**config.mk**
```make
export PLATFORM = sky130hd
export DESIGN_NAME = commit_trace_buffer
export DESIGN_NICKNAME = d
export VERILOG_FILES = /design/src/rtl/trace_pkg.sv /design/src/rtl/trace_fifo.sv /design/src/rtl/commit_trace_buffer.sv
export SDC_FILE = /design/constraint.sdc
export NUM_CORES = 2
export LEC_CHECK = 0
export ABC_CLOCK_PERIOD_IN_PS = 6700
export BUFFER_PORTS_ARGS = -buffer_cell sky130_fd_sc_hd__buf_2
export CAP_MARGIN = 0
export CORE_ASPECT_RATIO = 1.75
export CORE_MARGIN = 2
export CORE_UTILIZATION = 25
export DETAILED_ROUTE_END_ITERATION = 6
export PLACE_DENSITY = 0.49
export SLEW_MARGIN = 5
export SYNTH_ARGS = -nofsm -noshare
export SYNTH_HDL_FRONTEND = slang
export SYNTH_HIERARCHICAL = 1
export SYNTH_SLANG_ARGS = --single-unit
```
**constraint.sdc**
```tcl
create_clock -name clock -period 6.7 [get_ports clock]
set_clock_uncertainty 0.1 [all_clocks]
set_input_delay 0.335 -clock clock [delete_from_list [all_inputs] [get_ports clock]]
set_output_delay 0.335 -clock clock [all_outputs]
set_load 0.02 [all_outputs]
```
**src/rtl/trace_pkg.sv**
```systemverilog
`default_nettype none
// ============================================================================
//  Module      : trace_pkg
//  Description : Shared record types and constants for the commit trace
//                buffer (record kind encoding, packed trace record).
//  Revision    : 1.0 - initial release
// ============================================================================
package trace_pkg;

    // Record kind as it appears on trace_kind
    typedef enum logic [1:0] {
        INST = 2'd0,
        EXC  = 2'd1,
        ERTN = 2'd2
    } trace_kind_e;

    // One FIFO entry; word/pc meaning depends on kind
    typedef struct packed {
        trace_kind_e kind;
        logic        inv;
        logic [31:0] word;
        logic [31:0] pc;
    } trace_rec_t;

    localparam int TRACE_DROP_W = 16;

    localparam trace_rec_t c_rec_zero = '{kind: INST, inv: 1'b0, word: 32'd0, pc: 32'd0};

endpackage
`default_nettype wire

```
**src/rtl/trace_fifo.sv**
```systemverilog
`default_nettype none
// ============================================================================
//  Module      : trace_fifo
//  Description : Multi-push (up to NPUSH compacted records per cycle),
//                single-pop FIFO. The caller guarantees a push fits; the
//                head output holds the last popped record while empty.
//  Revision    : 1.0 - initial release
// ============================================================================
module trace_fifo
    import trace_pkg::*;
#(
    parameter int NPUSH = 3,
    parameter int DEPTH = 16
) (
    input  logic                         clk,
    input  logic                         rst,
    input  logic [$clog2(NPUSH+1)-1:0]   i_push_n,
    input  trace_rec_t [NPUSH-1:0]       i_push_rec,
    input  logic                         i_pop,
    output trace_rec_t                   o_head,
    output logic [$clog2(DEPTH):0]       o_count
);

    localparam int c_ptr_w = $clog2(DEPTH);
    localparam int c_cnt_w = c_ptr_w + 1;

    trace_rec_t             r_mem [DEPTH];
    trace_rec_t             r_last;
    logic [c_ptr_w-1:0]     r_rd_ptr;
    logic [c_ptr_w-1:0]     r_wr_ptr;
    logic [c_cnt_w-1:0]     r_count;
    logic                   w_pop;

    assign w_pop = i_pop && (r_count != '0);

    // Write the first i_push_n records into consecutive slots (storage is not reset)
    always_ff @(posedge clk) begin
        for (int j = 0; j < NPUSH; j++) begin
            if (!rst && (j < int'(i_push_n))) begin
                r_mem[r_wr_ptr + c_ptr_w'(j)] <= i_push_rec[j];
            end
        end
    end

    // Pointers, occupancy and the held copy of the most recently popped record
    always_ff @(posedge clk) begin
        if (rst) begin
            r_rd_ptr <= '0;
            r_wr_ptr <= '0;
            r_count  <= '0;
            r_last   <= c_rec_zero;
        end else begin
            r_wr_ptr <= r_wr_ptr + c_ptr_w'(i_push_n);
            r_count  <= r_count + c_cnt_w'(i_push_n) - c_cnt_w'(w_pop);
            if (w_pop) begin
                r_rd_ptr <= r_rd_ptr + c_ptr_w'(1);
                r_last   <= r_mem[r_rd_ptr];
            end
        end
    end

    assign o_head  = (r_count != '0) ? r_mem[r_rd_ptr] : r_last;
    assign o_count = r_count;

endmodule
`default_nettype wire

```
**src/rtl/commit_trace_buffer.sv**
```systemverilog
`default_nettype none
// ============================================================================
//  Module      : commit_trace_buffer
//  Description : Packs up to COMMIT_W retired instructions plus one
//                exception/ertn event per cycle into a trace FIFO, drains
//                one record per cycle, and keeps overflow, retire and
//                no-commit watchdog accounting. Purely observational.
//                Optional macro TRACE_DPI_EN: forces the consumer side
//                always ready.
//  Revision    : 1.0 - initial release
// ============================================================================
module commit_trace_buffer
    import trace_pkg::*;
#(
    parameter int COMMIT_W = 2,
    parameter int DEPTH    = 16,
    parameter int WATCHDOG = 4096
) (
    input  logic                    clock,
    input  logic                    reset,
    input  logic [COMMIT_W-1:0]     cmt_valid,
    input  logic [COMMIT_W-1:0]     cmt_inv,
    input  logic [32*COMMIT_W-1:0]  cmt_inst,
    input  logic [32*COMMIT_W-1:0]  cmt_pc,
    input  logic                    ex,
    input  logic                    ertn,
    input  logic [5:0]              ecode,
    input  logic [8:0]              esubcode,
    input  logic [31:0]             ex_pc,
    output logic                    trace_valid,
    input  logic                    trace_ready,
    output logic [1:0]              trace_kind,
    output logic                    trace_inv,
    output logic [31:0]             trace_word,
    output logic [31:0]             trace_pc,
    output logic                    overflow,
    output logic [TRACE_DROP_W-1:0] drop_cnt,
    output logic [63:0]             retire_cnt,
    output logic                    hang
);

    localparam int c_nrec   = COMMIT_W + 1;
    localparam int c_n_w    = $clog2(COMMIT_W + 2);
    localparam int c_cnt_w  = $clog2(DEPTH) + 1;
    localparam int c_lane_w = $clog2(COMMIT_W + 1);
    localparam int c_wd_w   = $clog2(WATCHDOG + 1);

    trace_rec_t [c_nrec-1:0] w_rec;
    logic [c_n_w-1:0]        w_n;
    logic [c_n_w-1:0]        w_push_n;
    logic [c_lane_w-1:0]     w_ret_n;
    logic [c_cnt_w-1:0]      w_count;
    logic [c_cnt_w-1:0]      w_free;
    logic                    w_drop;
    logic                    w_ready;
    logic                    w_pop;
    trace_rec_t              w_head;
    logic [c_wd_w-1:0]       w_wd_next;

    logic                    r_overflow;
    logic [TRACE_DROP_W-1:0] r_drop_cnt;
    logic [63:0]             r_retire_cnt;
    logic [c_wd_w-1:0]       r_wd;
    logic                    r_hang;

    // Compact valid lanes in ascending order, then append the event record (ex wins over ertn)
    always_comb begin
        for (int k = 0; k < c_nrec; k++) begin
            w_rec[k] = c_rec_zero;
        end
        w_n     = '0;
        w_ret_n = '0;
        for (int i = 0; i < COMMIT_W; i++) begin
            if (cmt_valid[i]) begin
                w_rec[w_n] = '{kind: INST, inv: cmt_inv[i],
                               word: cmt_inst[32*i +: 32], pc: cmt_pc[32*i +: 32]};
                w_n = w_n + c_n_w'(1);
                if (!cmt_inv[i]) begin
                    w_ret_n = w_ret_n + c_lane_w'(1);
                end
            end
        end
        if (ex) begin
            w_rec[w_n] = '{kind: EXC, inv: 1'b0, word: {17'b0, esubcode, ecode}, pc: ex_pc};
            w_n = w_n + c_n_w'(1);
        end else if (ertn) begin
            w_rec[w_n] = '{kind: ERTN, inv: 1'b0, word: 32'd0, pc: ex_pc};
            w_n = w_n + c_n_w'(1);
        end
    end

    // All-or-nothing push against free space measured before this cycle's pop
    assign w_free   = c_cnt_w'(DEPTH) - w_count;
    assign w_drop   = c_cnt_w'(w_n) > w_free;
    assign w_push_n = w_drop ? '0 : w_n;

    assign trace_valid = (w_count != '0);
    assign w_pop       = trace_valid && w_ready;

    trace_fifo #(
        .NPUSH (c_nrec),
        .DEPTH (DEPTH)
    ) u_fifo (
        .clk        (clock),
        .rst        (reset),
        .i_push_n   (w_push_n),
        .i_push_rec (w_rec),
        .i_pop      (w_pop),
        .o_head     (w_head),
        .o_count    (w_count)
    );

    assign trace_kind = w_head.kind;
    assign trace_inv  = w_head.inv;
    assign trace_word = w_head.word;
    assign trace_pc   = w_head.pc;

`ifdef TRACE_DPI_EN
    assign w_ready = trace_ready | 1'b1;
`else
    assign w_ready = trace_ready;
`endif

    // Watchdog: any committing lane clears it, otherwise count up and hold at the limit
    assign w_wd_next = (|cmt_valid)                    ? '0   :
                       (r_wd == c_wd_w'(WATCHDOG))     ? r_wd :
                                                         r_wd + c_wd_w'(1);

    // Overflow, drop, retire and hang accounting
    always_ff @(posedge clock) begin
        if (reset) begin
            r_overflow   <= 1'b0;
            r_drop_cnt   <= '0;
            r_retire_cnt <= '0;
            r_wd         <= '0;
            r_hang       <= 1'b0;
        end else begin
            if (w_drop) begin
                r_overflow <= 1'b1;
                if (r_drop_cnt != '1) begin
                    r_drop_cnt <= r_drop_cnt + TRACE_DROP_W'(1);
                end
            end
            r_retire_cnt <= r_retire_cnt + 64'(w_ret_n);
            r_wd         <= w_wd_next;
            if (w_wd_next == c_wd_w'(WATCHDOG)) begin
                r_hang <= 1'b1;
            end
        end
    end

    assign overflow   = r_overflow;
    assign drop_cnt   = r_drop_cnt;
    assign retire_cnt = r_retire_cnt;
    assign hang       = r_hang;

endmodule
`default_nettype wire
```
; ---- Word-level counts from Yosys, hierarchy flattened
; Memories as Yosys holds them, arrays and structs flattened. A register that Yosys moved wholly into a read port is not among the register bits.
; Index checks and enable logic that the tools add are counted.
[classes]
n_mux = 31
eq_ne = 3
n_reduce_logical = 11
magnitude_cmp = 8
addsub = 13
[op_table]
columns = cell, count
row1 = 201-bit bitwise mux, 3
row2 = 201-bit two-way mux, 3
row3 = 67-bit demux with 2-bit select, 2
row4 = 67-bit two-way mux, 3
row5 = 65-bit two-way mux, 1
row6 = 64-bit by 2-bit adder with 64-bit output, 1
row7 = 13-bit equality test (second input constant), 2
row8 = 13-bit two-way mux, 2
row9 = 16-bit by 1-bit adder with 16-bit output (second input constant), 1
row10 = 16-bit != test (second input constant), 1
row11 = 13-bit by 1-bit adder with 13-bit output (second input constant), 1
row12 = 2-bit two-way mux, 6
row13 = 1-bit two-way mux, 9
row14 = 4-bit by 1-bit adder with 4-bit output (second input constant), 2
row15 = 4-bit two-way mux, 2
row16 = 1-bit logical AND, 7
row17 = 2-bit by 1-bit adder with 2-bit output (second input constant), 3
row18 = 2-bit by 3-bit less-than comparator with 1-bit output (second input constant), 2
row19 = 5-bit by 2-bit adder with 5-bit output, 1
row20 = 2-bit by 5-bit > comparator with 1-bit output, 1
row21 = 5-bit nonzero test, 1
row22 = 5-bit by 1-bit subtractor with 5-bit output, 1
row23 = 5-bit subtractor (first input constant), 1
row24 = 4-bit by 2-bit adder with 4-bit output, 1
row25 = 7 further kinds, 9
[totals]
memories = 1
input_bits = 184
output_inout_bits = 150
mem_bits_rw = 1072
regBits = 175
[memory_table]
columns = memory, depth, word_bits, read_ports, rd_ports_with_merged_regs, wr, line
row1 = u_fifo.r_mem, 16, 67, 1, 1, 3, trace_fifo.sv:27  ; trace_rec_t r_mem [DEPTH];

; ---- Logic depth before layout (Yosys ltp)
[depth]
ltp_word = 12
ltp_mapped = 21

; ---- Modules after synthesis
; Netlist, hierarchy kept.
[by_module_without_submodules]
columns = module, area_per_inst_um2, n_inst, cells_per_inst
row1 = trace_fifo, 63223.1, 1, 5933
row2 = commit_trace_buffer, 6897.9, 1, 972

; ---- Least setup slack after synthesis
; Ideal clock, no wire load.
[synth_timing]
path_type = input to register
from = input cmt_valid[0]
to = memory u_fifo/r_mem[15][0] (netlist name) (enable)
cell_stages = 17
t_required_ns = 6.079
path_buffers = 4
setup_ns = 0.521
path_slack_ns = -0.404
arrival_ns = 6.483
cell_sequence = inv_1 -> ha_1 -> nor2b_1 -> clkbuf_1 -> clkbuf_1 -> nor2_1 -> ha_1 -> nor2b_1 -> o211ai_1 -> nor2b_1 -> clkbuf_1 -> nor2_1 -> clkbuf_1 -> o21bai_1 -> nor2_1 -> nand2_1 -> o221ai_1
[synth_lines]
columns = element, line
row1 = start: declaration, commit_trace_buffer.sv:21  ; input logic [COMMIT_W-1:0] cmt_valid,
row2 = end: declaration, trace_fifo.sv:27

==> key figures <==
Finish
  – Layout cells sized above 1: 12.61%
  – # nets final: 6936
  – Post-route design area: around 80000 um2
  – Fin cells: between 10000 and 15000
  – # fillers: 28630
  – Multi-input gate area: 31260 um2
  – Area grow syn2layout: 14.22%
  – Reg area: approximately 36000 um2

CTS
  – Post-CTS setup buffer count: 0
  – CTS tree: yes
  – H-tree levels: 4
  – Clock root cell: clkbuf_16
  – CTS Buffer Depth: 4
  – Worst-path clk slew: ~0.060 ns
  – Clk_lat worst skew: between 0.8 and 0.9 ns
  – CTS buffer count: between 100 and 150
  – Cts repair resizes: 0
  – Clock sink total: ~1300
  – Hold-fix buffers at CTS: 1

Logic synthesis
  – Adder-Cell Fraction of Synth Area: 0.4782%
  – Netlist Area Pre-Place: 70120 um2
  – #FFs+latches synth: between 1000 and 1500
  – Ys Warns: 6
  – Leading area contributor after synthesis: edfxtp_1
  – Async SR Flop Fraction: 0%
  – Post-synthesis mux area share: 7.152%
  – Area share of and/or/nand/nor cells after synthesis: between 10% and 20%
  – Commonest cells post-synth: nand2_1, o221ai_1, edfxtp_1, clkbuf_1, mux2i_1
  – Synth top area share: roughly 46%
  – Largest family of logic cells by synthesized area: compound AO/OA/AOI/OAI gates
  – Ranking of synthesized cells by area: edfxtp_1, o221ai_1, nand2_1
  – Count leader, synth: nand2_1
  – Seq/Total Area, Yosys: approximately 51%
  – Post-Syn Area per Cell: about 10 um2
  – Post-synth EDFFs: 1072
  – Top_reg_cell synth: edfxtp_1
  – Synth Area in XOR/XNOR: between 1 and 1.5%
  – Cells after synthesis: roughly 6900
  – Compound-cell area share of the yosys netlist: ~20%
  – Synth cell types: 72

Route
  – Post-route ant nets: 0
  – DR pass1 iterations: 7
  – Initial DRC Count: 8457
  – DR WL/cell: 35.13 um
  – # DRC: 6
  – Via count: between 60000 and 70000
  – Via density per instance: approximately 6.2
  – WL final: around 370000 um

Power and ir drop
  – Pwr/cell area: about 380 nW/um2
  – Worst VDD drop: 0.3726 mV
  – Pleak: ~0.024 uW

Global route
  – Largest net degree at the start of global routing: ~160
  – GRT Resource Usage Total: ~25%
  – Vias in the first global route: between 60000 and 70000
  – Initial antenna violation count: 72
  – First-pass GRT wire length: between 500000 and 600000 um
  – Overflow after GRT: 0

Critical path
  – Critical path's slowest cell: o211ai_1
  – Crit path DAT: a little under 5 ns
  – Crit Path Class: reg2out
  – Critical path's top delay family: buffers and inverters
  – CP bufs+invs: 3
  – Crit path max fanout: 100
  – Required @ worst endpoint: 6.26 ns
  – CP peak stage delay: 0.93 ns
  – Crit end category: output port
  – Worst setup SP type: flop
  – Worst-path cell chain: buf_4 > buf_12 > mux2i_1 > a221o_1 > o211ai_1 > buf_2

Floorplanning
  – IO Pins: 334
  – Core Box Area: 279400 um2
  – Vertical die dimension: around 700 um
  – # rows: 257
  – Die area: 284900 um2
  – Die W: slightly above 400 um
  – Effective utilization at floorplan: between 20% and 30%

Outcome
  – Failing checks: DRC, slew limit
  – Status: complete, but fails checks

STA
  – Fmax: about 0.19 GHz
  – Pins Over Slew Limit: 81
  – Setup violators final: 0
  – Worst-margin pin slew: around 1.6 ns
  – Crit path time final: around 5.4 ns
  – RSZ-0062 raised after global routing: no
  – Final Cycle Share: between 80 and 90%
  – Rel. slew slack: -9.010%
  – Hold Fails Final Rpt: 0

Placed design
  – Post-DP Area: 75470 um2
  – Detailed Place HPWL: between 200000 and 250000 um
  – Number of cells after detailed placement: 10210
  – Port Buffers: approximately 330
  – RePlAce Congestion: 0.8843

Job
  – Max-Cap Viols: 0

Hold path
  – HP Class: in2reg
==> flip-flops by register name (all words and copies together), names as in the netlist, named ones only <==
| name | cells |
|---|---|
| drop_cnt | 16 |
| hang | 1 |
| overflow | 1 |
| r_wd | 13 |
| retire_cnt | 64 |
| u_fifo/o_count | 5 |
| u_fifo/r_last | 67 |
| u_fifo/r_mem | 1072 |
| u_fifo/r_rd_ptr | 4 |
| u_fifo/r_wr_ptr | 4 |
==> layer usage <==
| layer | vias to the layer above | wire length, um | GRT usage [%] |
|---|---|---|---|
| met5 | - | 378 | 0 |
| met4 | 62 | 27720 | 16.67 |
| met3 | 1472 | 37450 | 5.861 |
| met2 | 4896 | 171900 | 40.55 |
| met1 | 32140 | 130800 | 28.44 |
| li1 | 26400 | - | - |
==> area by class of cell <==
cell class	instances	area share [%]
antenna	26	0.08123
inverter	106	0.4968
timing repair buffer	511	4.368
multi-input combinational	4717	39.03
clock inverter	52	0.6686
clock buffer	192	5.005
sequential	1251	44.68
tap	3626	5.665
==> power by group <==
| group | switching [uW] | internal [uW] | leakage, uW |
|---|---|---|---|
| Clock | 3410 | 4610 | 0.00224 |
| Combinational | 8890 | 2820 | 0.0107 |
| Sequential | 446 | 9880 | 0.0113 |
==> per-stage QoR <==
step	TNS, ns	utilization [%]	power [uW]	hold slack, ns	setup WS (ns)
detailed placement	0	27.01	21920	0.3580	0.9675
global route	0	28.64	30670	0.1369	1.399
global placement	0	27.01	21800	0.3436	0.8662
finish	0	28.66	30050	0.1271	1.335
CTS	0	28.64	29850	0.08854	1.393
floorplan	-128.22	-	16530	0.3324	-0.2123
==> final timing paths <==
path	cells past startpoint	from	slack (ns)	endpoint
worst max-delay path	6	flop	1.34	trace_kind[1]
worst min register to register	2	hang	0.37	hang
worst min-delay path	5	trace_ready	0.13	u_fifo/r_rd_ptr[1]
worst max register to register	15	u_fifo/o_count[0]	1.68	u_fifo/r_mem[11][20]
==> layout by cell type, fill, tap and decap left out, types with 46 or more instances in the layout <==
cell type  instances
nand3_1          253
clkbuf_16        145
mux2_2            48
nand4_1           71
o221ai_1        1072
a222oi_1          89
nor2_1           195
buf_2            331
nand2_1         1602
nor2b_1           63
o211ai_1          46
edfxtp_1        1072
buf_4            140
and3_1            48
a21oi_1          120
dfxtp_1          176
inv_1            105
o21ai_0           55
mux2i_1          447
nand2b_1          53
xor2_1            64
==> worst reg2reg max path: stages, from the launching register on <==
cell and delay [ns]:
dfxtp_1 0.48, inv_1 0.08, ha_1 0.28, inv_1 0.04, ha_1 0.28, nor2b_1 0.15, o211ai_1 0.25, nor2b_1 0.09
buf_4 0.19, nor3_1 0.16, buf_4 0.24, nor4bb_4 0.36, buf_4 0.50, a21o_4 0.61, a21o_4 0.22, buf_12 0.46
==> kinds of logic after synthesis <==
family | after synthesis
AND/OR/NAND/NOR | 2435
AO/OA/AOI/OAI | 1662
flip-flops | 1251
buffers and inverters | 954
multiplexers | 495
XOR/XNOR | 82
adder cells (fa/ha/maj) | 25
other | 1
(Power assumes the default switching activity.)
